`src/rtl/ws_conv_sequencer_pkg.sv`:
```
`default_nettype none
// ============================================================================
// Module  : ws_conv_pkg
// Brief   : Shared state encoding, row type and output-size helpers for the
//           weight-stationary conv sequencer and its activation fetch path.
// Revision: 1.0 - initial release
// ============================================================================
package ws_conv_pkg;

  localparam int WS_KERNEL_WIDTH = 3;
  localparam int WS_WEIGHT_WIDTH = 8;

  typedef enum logic [2:0] {
    ST_IDLE   = 3'd0,
    ST_LOAD   = 3'd1,
    ST_STREAM = 3'd2,
    ST_DRAIN  = 3'd3,
    ST_DONE   = 3'd4
  } ws_seq_state_e;

  // One kernel row as delivered to the PE array, col 0 in the LSBs.
  typedef logic signed [WS_KERNEL_WIDTH-1:0][WS_WEIGHT_WIDTH-1:0] ws_weight_row_t;

  // Valid convolution, stride 1.
  function automatic int ws_out_dim(input int img, input int k);
    return img - k + 1;
  endfunction

  // Index width that never collapses to zero bits for single-entry ranges.
  function automatic int ws_idx_w(input int n);
    return (n > 1) ? $clog2(n) : 1;
  endfunction

endpackage
`default_nettype wire

```
`src/rtl/ws_raster_counter.sv`:
```
`default_nettype none
// ============================================================================
// Module  : ws_raster_counter
// Brief   : Raster-order (x, y) output-position counter with clear, advance
//           and last-position flag.
// Revision: 1.0 - initial release
// ============================================================================
module ws_raster_counter
  import ws_conv_pkg::*;
#(
  parameter int OUT_W = 26,
  parameter int OUT_H = 26,
  parameter int XW    = ws_idx_w(OUT_W),
  parameter int YW    = ws_idx_w(OUT_H)
) (
  input  logic          clk_i,
  input  logic          rst_ni,
  input  logic          clear_i,
  input  logic          advance_i,
  output logic [XW-1:0] x_o,
  output logic [YW-1:0] y_o,
  output logic          last_o
);

  localparam logic [XW-1:0] X_LAST = XW'(OUT_W - 1);
  localparam logic [YW-1:0] Y_LAST = YW'(OUT_H - 1);

  logic w_x_last;
  logic w_y_last;

  assign w_x_last = (x_o == X_LAST);
  assign w_y_last = (y_o == Y_LAST);
  assign last_o   = w_x_last & w_y_last;

  // Advancing past the last position wraps to (0,0), ready for the next pass.
  always_ff @(posedge clk_i or negedge rst_ni) begin
    if (!rst_ni) begin
      x_o <= '0;
      y_o <= '0;
    end else if (clear_i) begin
      x_o <= '0;
      y_o <= '0;
    end else if (advance_i) begin
      if (w_x_last) begin
        x_o <= '0;
        y_o <= w_y_last ? '0 : y_o + 1'b1;
      end else begin
        x_o <= x_o + 1'b1;
      end
    end
  end

endmodule
`default_nettype wire

```
`src/rtl/ws_conv_sequencer.sv`:
```
`default_nettype none
// ============================================================================
// Module  : ws_conv_sequencer
// Brief   : Sequences one conv pass: weight capture, row preload, raster
//           coordinate issue, pipeline drain, done pulse.
//           WS_CONV_SEQ_PERF_EN adds the stall_cnt_o performance counter.
// Revision: 1.0 - initial release
// ============================================================================
module ws_conv_sequencer
  import ws_conv_pkg::*;
#(
  parameter int KERNEL_WIDTH  = 3,
  parameter int KERNEL_HEIGHT = 3,
  parameter int WEIGHT_WIDTH  = 8,
  parameter int IMG_WIDTH     = 28,
  parameter int IMG_HEIGHT    = 28,
  parameter int DRAIN_CYCLES  = 4,
  localparam int OUT_W = ws_out_dim(IMG_WIDTH, KERNEL_WIDTH),
  localparam int OUT_H = ws_out_dim(IMG_HEIGHT, KERNEL_HEIGHT),
  localparam int XW    = ws_idx_w(OUT_W),
  localparam int YW    = ws_idx_w(OUT_H),
  localparam int RW    = ws_idx_w(KERNEL_HEIGHT),
  localparam int ROW_W = KERNEL_WIDTH * WEIGHT_WIDTH
) (
  input  logic                          clk_i,
  input  logic                          rst_ni,
  input  logic                          start_i,
  input  logic                          abort_i,
  input  logic [KERNEL_HEIGHT*ROW_W-1:0] weight_i,
  output logic                          wload_valid_o,
  output logic [RW-1:0]                 wload_row_o,
  output logic [ROW_W-1:0]              wload_data_o,
  output logic                          act_valid_o,
  input  logic                          act_ready_i,
  output logic [XW-1:0]                 act_x_o,
  output logic [YW-1:0]                 act_y_o,
  output logic                          busy_o,
  output logic                          done_o
`ifdef WS_CONV_SEQ_PERF_EN
  ,
  output logic [31:0]                   stall_cnt_o
`endif
);

  localparam int            DW         = ws_idx_w(DRAIN_CYCLES);
  localparam logic [RW-1:0] ROW_LAST   = RW'(KERNEL_HEIGHT - 1);
  localparam logic [DW-1:0] DRAIN_LAST = DW'(DRAIN_CYCLES - 1);

  ws_seq_state_e                  r_state;
  logic [KERNEL_HEIGHT*ROW_W-1:0] r_weights;
  logic [DW-1:0]                  r_drain;
  logic [RW-1:0]                  w_row_nxt;
  logic                           w_abort;
  logic                           w_accept;
  logic                           w_last;

  assign w_abort   = abort_i & (r_state != ST_IDLE);
  assign w_accept  = act_valid_o & act_ready_i;
  assign w_row_nxt = wload_row_o + 1'b1;

  ws_raster_counter #(
    .OUT_W (OUT_W),
    .OUT_H (OUT_H),
    .XW    (XW),
    .YW    (YW)
  ) u_raster (
    .clk_i     (clk_i),
    .rst_ni    (rst_ni),
    .clear_i   (w_abort),
    .advance_i (w_accept),
    .x_o       (act_x_o),
    .y_o       (act_y_o),
    .last_o    (w_last)
  );

  // Abort outranks every transition, including the final handshake.
  always_ff @(posedge clk_i or negedge rst_ni) begin
    if (!rst_ni) begin
      r_state       <= ST_IDLE;
      r_weights     <= '0;
      r_drain       <= '0;
      wload_valid_o <= 1'b0;
      wload_row_o   <= '0;
      wload_data_o  <= '0;
      act_valid_o   <= 1'b0;
      busy_o        <= 1'b0;
      done_o        <= 1'b0;
    end else if (w_abort) begin
      r_state       <= ST_IDLE;
      r_drain       <= '0;
      wload_valid_o <= 1'b0;
      wload_row_o   <= '0;
      wload_data_o  <= '0;
      act_valid_o   <= 1'b0;
      busy_o        <= 1'b0;
      done_o        <= 1'b0;
    end else begin
      case (r_state)
        ST_IDLE: begin
          done_o <= 1'b0;
          if (start_i) begin
            r_weights     <= weight_i;
            r_state       <= ST_LOAD;
            busy_o        <= 1'b1;
            wload_valid_o <= 1'b1;
            wload_row_o   <= '0;
            wload_data_o  <= weight_i[ROW_W-1:0];
          end
        end
        ST_LOAD: begin
          if (wload_row_o == ROW_LAST) begin
            r_state       <= ST_STREAM;
            wload_valid_o <= 1'b0;
            wload_row_o   <= '0;
            wload_data_o  <= '0;
            act_valid_o   <= 1'b1;
          end else begin
            wload_row_o  <= w_row_nxt;
            wload_data_o <= r_weights[w_row_nxt*ROW_W +: ROW_W];
          end
        end
        ST_STREAM: begin
          if (w_accept && w_last) begin
            act_valid_o <= 1'b0;
            // The handshake cycle itself is the first of the drain cycles.
            if (DRAIN_CYCLES == 1) begin
              r_state <= ST_DONE;
              done_o  <= 1'b1;
            end else begin
              r_state <= ST_DRAIN;
              r_drain <= DW'(1);
            end
          end
        end
        ST_DRAIN: begin
          if (r_drain == DRAIN_LAST) begin
            r_state <= ST_DONE;
            r_drain <= '0;
            done_o  <= 1'b1;
          end else begin
            r_drain <= r_drain + 1'b1;
          end
        end
        ST_DONE: begin
          r_state <= ST_IDLE;
          done_o  <= 1'b0;
          busy_o  <= 1'b0;
        end
        default: begin
          r_state       <= ST_IDLE;
          wload_valid_o <= 1'b0;
          act_valid_o   <= 1'b0;
          busy_o        <= 1'b0;
          done_o        <= 1'b0;
        end
      endcase
    end
  end

`ifdef WS_CONV_SEQ_PERF_EN
  logic [31:0] r_stall_cnt;

  always_ff @(posedge clk_i or negedge rst_ni) begin
    if (!rst_ni) begin
      r_stall_cnt <= '0;
    end else if ((r_state == ST_IDLE) && start_i) begin
      r_stall_cnt <= '0;
    end else if ((r_state == ST_STREAM) && act_valid_o && !act_ready_i &&
                 (r_stall_cnt != '1)) begin
      r_stall_cnt <= r_stall_cnt + 1'b1;
    end
  end

  assign stall_cnt_o = r_stall_cnt;
`endif

endmodule
`default_nettype wire

```
`config.mk`:
```
export PLATFORM = sky130hd
export DESIGN_NAME = ws_conv_sequencer
export DESIGN_NICKNAME = d
export VERILOG_FILES = /design/src/rtl/ws_conv_sequencer_pkg.sv /design/src/rtl/ws_raster_counter.sv /design/src/rtl/ws_conv_sequencer.sv
export SDC_FILE = /design/constraint.sdc
export NUM_CORES = 1
export LEC_CHECK = 0
export ABC_AREA = 0
export BUFFER_PORTS_ARGS = -buffer_cell sky130_fd_sc_hd__buf_2
export CORE_MARGIN = 2
export CORE_UTILIZATION = 49
export DETAILED_ROUTE_END_ITERATION = 10
export PLACE_DENSITY = 0.76
export SYNTH_ARGS = -nofsm -noshare
export SYNTH_HDL_FRONTEND = slang
export SYNTH_SLANG_ARGS = --single-unit
export TNS_END_PERCENT = 50
```
`constraint.sdc`:
```
create_clock -name clk_i -period 2.6 [get_ports clk_i]
set_clock_uncertainty 0.2 [all_clocks]
set_input_delay 0.78 -clock clk_i [delete_from_list [all_inputs] [get_ports clk_i]]
set_output_delay 0.78 -clock clk_i [all_outputs]
set_load 0.005 [all_outputs]
```
==> summary.txt, run 1 <==
Timing
  – Post-layout minimum cycle time: 2380 ps
  – Final period util: 91.4%
  – Setup TNS: 0 ps
  – RSZ-0062 raised after global routing: no
  – # setup viols final: 0
  – Fin. max-slew vios: 0
  – Worst slew margin: 53.7%
  – Hold Vio Cnt, Final: 0
  – Max frequency: 0.421 GHz
  – Worst-Margin Slew: 693 ps

Synthesis
  – Mapped Area: 5530 µm²
  – Net count after synthesis: 543
  – Synth cell count leaders: dfrtp_1, mux2_2, nand2_1
  – Synthesis Warnings: 0
  – Post-synthesis sequential area ratio: 53.0%
  – Leading area contributor after synthesis: dfrtp_1
  – Async set or reset register ratio after synthesis: 100%
  – Post-synth EDFFs: 0
  – Mapped Cells: 458
  – Top cells by area, synth: dfrtp_1, mux2_2, a22o_1
  – Mean post-synth cell area: 12.1 µm²
  – Most common cell in the netlist: dfrtp_1
  – Post-synth top flop: dfrtp_1
  – Top cell type's share of synthesized area: 53.0%
  – Synth Register Bits: 117
  – Synth cell types: 45

Critical path
  – Crit Path Max Fanout: 28
  – Slowest-stage cell, CP: dfrtp_1
  – Crit start category: flip-flop
  – CP Capture Type: output port
  – Most frequent CP cell: buf_4
  – Flop2flop setup slack: 310 ps
  – WS Path Type: reg -> out
  – Worst R2R Path Depth: 7
  – Crit path buf inv count: 3
  – Crit-path cells: buf_4 > buf_4 > buf_2
  – Worst Path Arrival: 1400 ps
  – R2r endpoint: wload_data_o[8]$_DFFE_PN0P_
  – Max incr delay on CP: 340 ps
  – Critical path launch point: wload_row_o[0]$_DFFE_PN0P_
  – Delay-heaviest family, CP: buffers and inverters
  – WP data required: 1620 ps
  – Worst reg2reg path startpoint: wload_row_o[1]$_DFFE_PN0P_

CTS
  – TritonCTS clock tree: built
  – Post-CTS setup-driven buffer insertion count: 0
  – Root buf cell: clkbuf_16
  – CTS clock-pin slew for the worst setup and hold paths: 50 ps
  – Clk_lat worst skew: 410 ps
  – Total CTS buffers: 17
  – H-tree levels: 4
  – Cts hold-fix bufs: 0
  – Max Buffers Root-to-Sink: 2
  – CTS Sinks: 117
  – Post_cts resized: 1

Placement
  – Gpl congestion: 0.792
  – PortBufs: 116
  – Placement Cell Area: 6300 µm²
  – Post-DP HPWL: 8.73 mm

Status
  – Outcome: finished, final reports clean

Cells and area
  – Final Cell Area: 6860 µm²
  – Ratio of cells with drive above 1 in the final layout: 45.4%
  – ANT cells: 0
  – Nets: 660
  – Area of the multi-input gates: 2430 µm²
  – Layout area overhead: 24.2%
  – Register area: 2930 µm²
  – Fill count: 870

Floorplanning
  – DIE WIDTH: 110 µm
  – Total core area: 10900 µm²
  – Cell Rows: 38
  – Starting Density: 50.5%
  – Die ar.: 12100 µm²
  – Io pins: 117
  – Die Ht: 110 µm

Power and ir drop
  – PD cells: 1230 nW/µm²
  – Peak supply drop: 565 µV
  – Leak pwr: 3.18 nW

Drt
  – ANT nets after route: 0
  – WL per Instance: 18.7 µm
  – DR DRC count: 0
  – Detailed-route wire length: 13.6 mm
  – Routed vias/inst: 5.70
  – Vias: 4148
  – DR iter-0 viols: 224
  – DRT Pass-1 Iters: 4

GRT
  – Largest net degree at the start of global routing: 46
  – Initial antenna violation count: 0
  – Tot GR Track Use: 23.8%
  – Global-route wire length before repair: 21.8 mm
  – Vias in the first global route: 4325
  – Grt ovf: 0

Hold path
  – Worst Hold Class: in -> async

Flow run
  – # Max-Cap Violations: 0
[how the worst max path moves through the flow]
stage | endpoint | cells past startpoint
floorplan | wload_data_o[4]$_DFFE_PN0P_ | 10
global placement | wload_data_o[23]$_DFFE_PN0P_ | 6
detailed placement | wload_data_o[4]$_DFFE_PN0P_ | 6
CTS | wload_row_o[0] | 3
global route | wload_row_o[0] | 3
finish | wload_row_o[0] | 3
[kinds of logic (layout without fill, tap and decap cells)]
group	after synthesis	in the layout	share of synthesized area, %
DFF	117	117	53.0
AOI/OAI and AO/OA	113	113	14.1
xor gates and xnor gates	1	1	0.159
muxes	98	98	19.9
and+or+nand+nor	82	82	7.63
adders and majority gates	8	8	1.81
buffers and inverters	39	169	3.42
[flip-flops by register name, indices dropped and copies added, names as in the netlist]
name and cells:
busy_o 1, r_state 3, act_valid_o 1, wload_valid_o 1, done_o 1, wload_data_o 24, u_raster.x_o 5, u_raster.y_o 5
r_weights 72, wload_row_o 2, r_drain 2
[layout make-up]
class	count	share of cell area [%]
clock buffer	19	6.60
tap	140	2.55
inverter	6	0.328
multi-input combinational	302	35.4
sequential	117	42.7
clock inverter	13	1.57
timing repair buffer	131	10.9
[power breakdown]
group          internal [mW]  switching (mW)
Combinational           1.66            1.55
Sequential              2.60           0.437
Clock                   1.35           0.845
[per-stage QoR]
step	hold WS (ps)	worst slack, ps	utilization [%]	power (mW)	cells
final	111	224	62.8	8.45	728
after global routing	127	162	62.8	8.96	728
after CTS	115	187	62.8	8.49	728
after detailed placement	288	63.3	57.6	6.25	696
after global placement	283	171	57.6	6.08	696
after floorplan	272	76.6	-	5.30	458
[placed cells by master (no fill, tap or decap), types with 2 or more instances in the layout]
cell / instances
a21o_1: 2
a21oi_1: 10
a22o_1: 27
a22oi_1: 25
and2_1: 2
and4b_1: 2
buf_12: 4
buf_2: 115
buf_4: 12
clkbuf_16: 17
clkbuf_8: 2
clkinv_2: 6
clkinvlp_4: 4
dfrtp_1: 117
ha_1: 8
inv_1: 6
mux2_2: 97
nand2_1: 32
nand2b_1: 4
nand3_1: 5
nand4b_1: 2
nor2_1: 10
nor2_4: 2
nor3_1: 7
nor3b_1: 3
o21ai_0: 17
o21ai_1: 20
o31ai_1: 3
or2_1: 2
or3_1: 3
or4_1: 2
[routing by layer]
| layer | GRT usage [%] | up-vias | routed length (µm) | share of wire (%) |
|---|---|---|---|---|
| li1 | - | 1918 | - | - |
| met1 | 29.9 | 2100 | 5710 | 42 |
| met2 | 38.3 | 114 | 6820 | 50 |
| met3 | 7.70 | 16 | 904 | 6.6 |
| met4 | 9.20 | 0 | 195 | 1.4 |
| met5 | 0 | - | 0 | 0 |
(Power assumes the default switching activity.)
==> run 2: changes to the inputs <==
--- a/config.mk
+++ b/config.mk
@@ -8,9 +8,8 @@
 export ABC_AREA = 0
 export BUFFER_PORTS_ARGS = -buffer_cell sky130_fd_sc_hd__buf_2
 export CORE_MARGIN = 2
-export CORE_UTILIZATION = 49
+export CORE_UTILIZATION = 30
 export DETAILED_ROUTE_END_ITERATION = 10
-export PLACE_DENSITY = 0.76
 export SYNTH_ARGS = -nofsm -noshare
 export SYNTH_HDL_FRONTEND = slang
 export SYNTH_SLANG_ARGS = --single-unit
==> summary.txt, run 2 (synthesis results as in run 1) <==
Timing
  – Setup WS post-layout: 211 ps (-13.3 ps)
  – Max frequency: 0.419 GHz (-0.56%)
  – RSZ-0062 raised after global routing: no
  – Worst-Margin Slew: 916 ps (+223 ps)
  – Worst slew margin: 38.9% (-15 points)
  – Post-layout minimum cycle time: 2390 ps (+13.3 ps)
  – Final period util: 91.9% (+0.51 points)
  – Fin. max-slew vios: 0 (unchanged)
  – Setup TNS: 0 ps (unchanged)
  – # setup viols final: 0 (unchanged)
  – Hold Vio Cnt, Final: 0 (unchanged)

Flow run
  – # Max-Cap Violations: 0 (unchanged)

GRT
  – Tot GR Track Use: 15.5% (-8.3 points)
  – Global-route wire length before repair: 23.8 mm (+9.4%)
  – Largest net degree at the start of global routing: 44 (-4.3%)
  – Initial antenna violation count: 1 (+1)
  – Grt ovf: 0 (unchanged)
  – Vias in the first global route: 4529 (+4.7%)

Cells and area
  – Fill count: 1791 (+110%)
  – Layout area overhead: 26.7%
  – Register area: 2930 µm² (unchanged)
  – Largest Register: r_weights
  – Most frequent cells in the layout: dfrtp_1, buf_2, mux2_2, nand2_1, a22o_1
  – Largest register FFs: 72 (unchanged)
  – Area of the multi-input gates: 2430 µm² (-0.21%)
  – Ratio of cells with drive above 1 in the final layout: 45.2% (-0.25 points)
  – Nets: 663 (+0.45%)
  – Top flop regs: r_weights: 72 flops, wload_data_o: 24 flops
  – Most common cell after layout, fill and taps aside: dfrtp_1

Floorplanning
  – Cell Rows: 49 (+29%)
  – DIE WIDTH: 140 µm (+27%)
  – Starting Density: 30.7% (-20 points)
  – Io pins: 117 (unchanged)
  – Die ar.: 19500 µm² (+61%)
  – Die Ht: 140 µm (+27%)
  – Total core area: 18000 µm² (+65%)

Placement
  – Pre-CTS WS: 175 ps (+112 ps)
  – Gpl congestion: 0.766 (-3.3%)
  – Post-DP HPWL: 9.89 mm (+13%)
  – PortBufs: 116 (unchanged)

Critical path
  – Max incr delay on CP: 700 ps (+360 ps)
  – Slowest-stage cell, CP: nor2_2
  – CP Capture Type: flip-flop
  – Crit Path Max Fanout: 17 (-39%)
  – Crit start category: flip-flop
  – Crit-path cells: inv_1 > ha_1 > nor2_2 > buf_4 > a22oi_1 > o21ai_0 > a22o_1
  – Worst Path Arrival: 2530 ps (+1130 ps)
  – WP data required: 2740 ps (+1120 ps)
  – WS Path Type: reg -> reg

Hold path
  – Worst Hold Class: in -> async

CTS
  – TritonCTS clock tree: built
  – Cts hold-fix bufs: 0 (unchanged)
  – Total CTS buffers: 17 (unchanged)
  – H-tree levels: 4 (unchanged)
  – Post_cts resized: 0 (-1)
  – CTS clock-pin slew for the worst setup and hold paths: 60 ps (about the same)
  – Max Buffers Root-to-Sink: 2 (unchanged)
  – Clk_lat worst skew: 400 ps (about the same)
  – Post-CTS setup-driven buffer insertion count: 0 (unchanged)
  – Root buf cell: clkbuf_16
  – CTS Sinks: 117 (unchanged)

Drt
  – DRT Pass-1 Iters: 4 (unchanged)
  – ANT nets after route: 0 (unchanged)
  – WL per Instance: 18.0 µm (-3.8%)
  – DR DRC count: 0 (unchanged)
  – DR iter-0 viols: 142 (-37%)
  – Routed vias/inst: 5.13 (-10%)
  – Detailed-route wire length: 14.7 mm (+8.2%)
  – Vias: 4198 (+1.2%)

Power and ir drop
  – PD cells: 1220 nW/µm² (-1.2%)
  – Leak pwr: 3.20 nW (+0.56%)
  – Peak supply drop: 511 µV (-9.7%)

Status
  – Outcome: finished, final reports clean
## run 2: stage by stage
step	instances	utilization, %	power [mW]	cell area (µm²)	hold slack, ps
detailed placement	788	35.8	6.37	6440	290
CTS	818	38.8	8.63	7000	95.6
global placement	788	35.8	6.22	6440	282
floorplan	458	-	5.30	5530	272
global route	818	38.8	9.08	7000	113
finish	819	38.9	8.52	7000	103
## run 2: power by group
group          switching (mW)  internal (mW)  total (mW)  leakage [nW]
Clock                   0.797           1.41        2.21         0.271
Combinational            1.59           1.68        3.27          1.49
Sequential              0.433           2.60        3.04          1.44
Total                    2.82           5.70        8.52          3.20
## run 2: cell type report
class / count / share of cell area, %
Multi-Input combinational cell: 302 / 34.7
Clock buffer: 20 / 6.38
Antenna cell: 1 / 0.0357
Inverter: 6 / 0.322
Timing Repair Buffer: 134 / 11.1
Sequential cell: 117 / 41.8
Tap cell: 229 / 4.09
Clock inverter: 10 / 1.55
## run 2: final timing paths
kind,to,from,cells past startpoint,slack [ps]
worst max-delay path,wload_data_o[23]$_DFFE_PN0P_,wload_row_o[0]$_DFFE_PN0P_,7,210
worst min-delay path,r_weights[26]$_DFFE_PN0P_,rst_ni,1,100
worst max register to register,wload_data_o[23]$_DFFE_PN0P_,wload_row_o[0]$_DFFE_PN0P_,7,210
worst min register to register,wload_data_o[13]$_DFFE_PN0P_,wload_data_o[13]$_DFFE_PN0P_,1,300
max in group asynchronous,r_weights[20]$_DFFE_PN0P_,rst_ni,2,1510
min in group clk_i,wload_data_o[13]$_DFFE_PN0P_,wload_data_o[13]$_DFFE_PN0P_,1,300
## run 2: critical path: cells and delay by family, from the launching register on
family                   cells  cell delay (ps)
AND/OR/NAND/NOR              1              700
flip-flops                   1              340
AO/OA/AOI/OAI                3              390
adder cells (fa/ha/maj)      1              320
buffers and inverters        2              360
## run 2: per-layer routing
metal	vias up	GRT usage (%)	share of wire, %
met1	2157	19.2	44
met3	10	4.96	6.3
li1	1921	-	-
met5	-	0	0
met2	110	25.9	49
met4	0	4.26	0.96
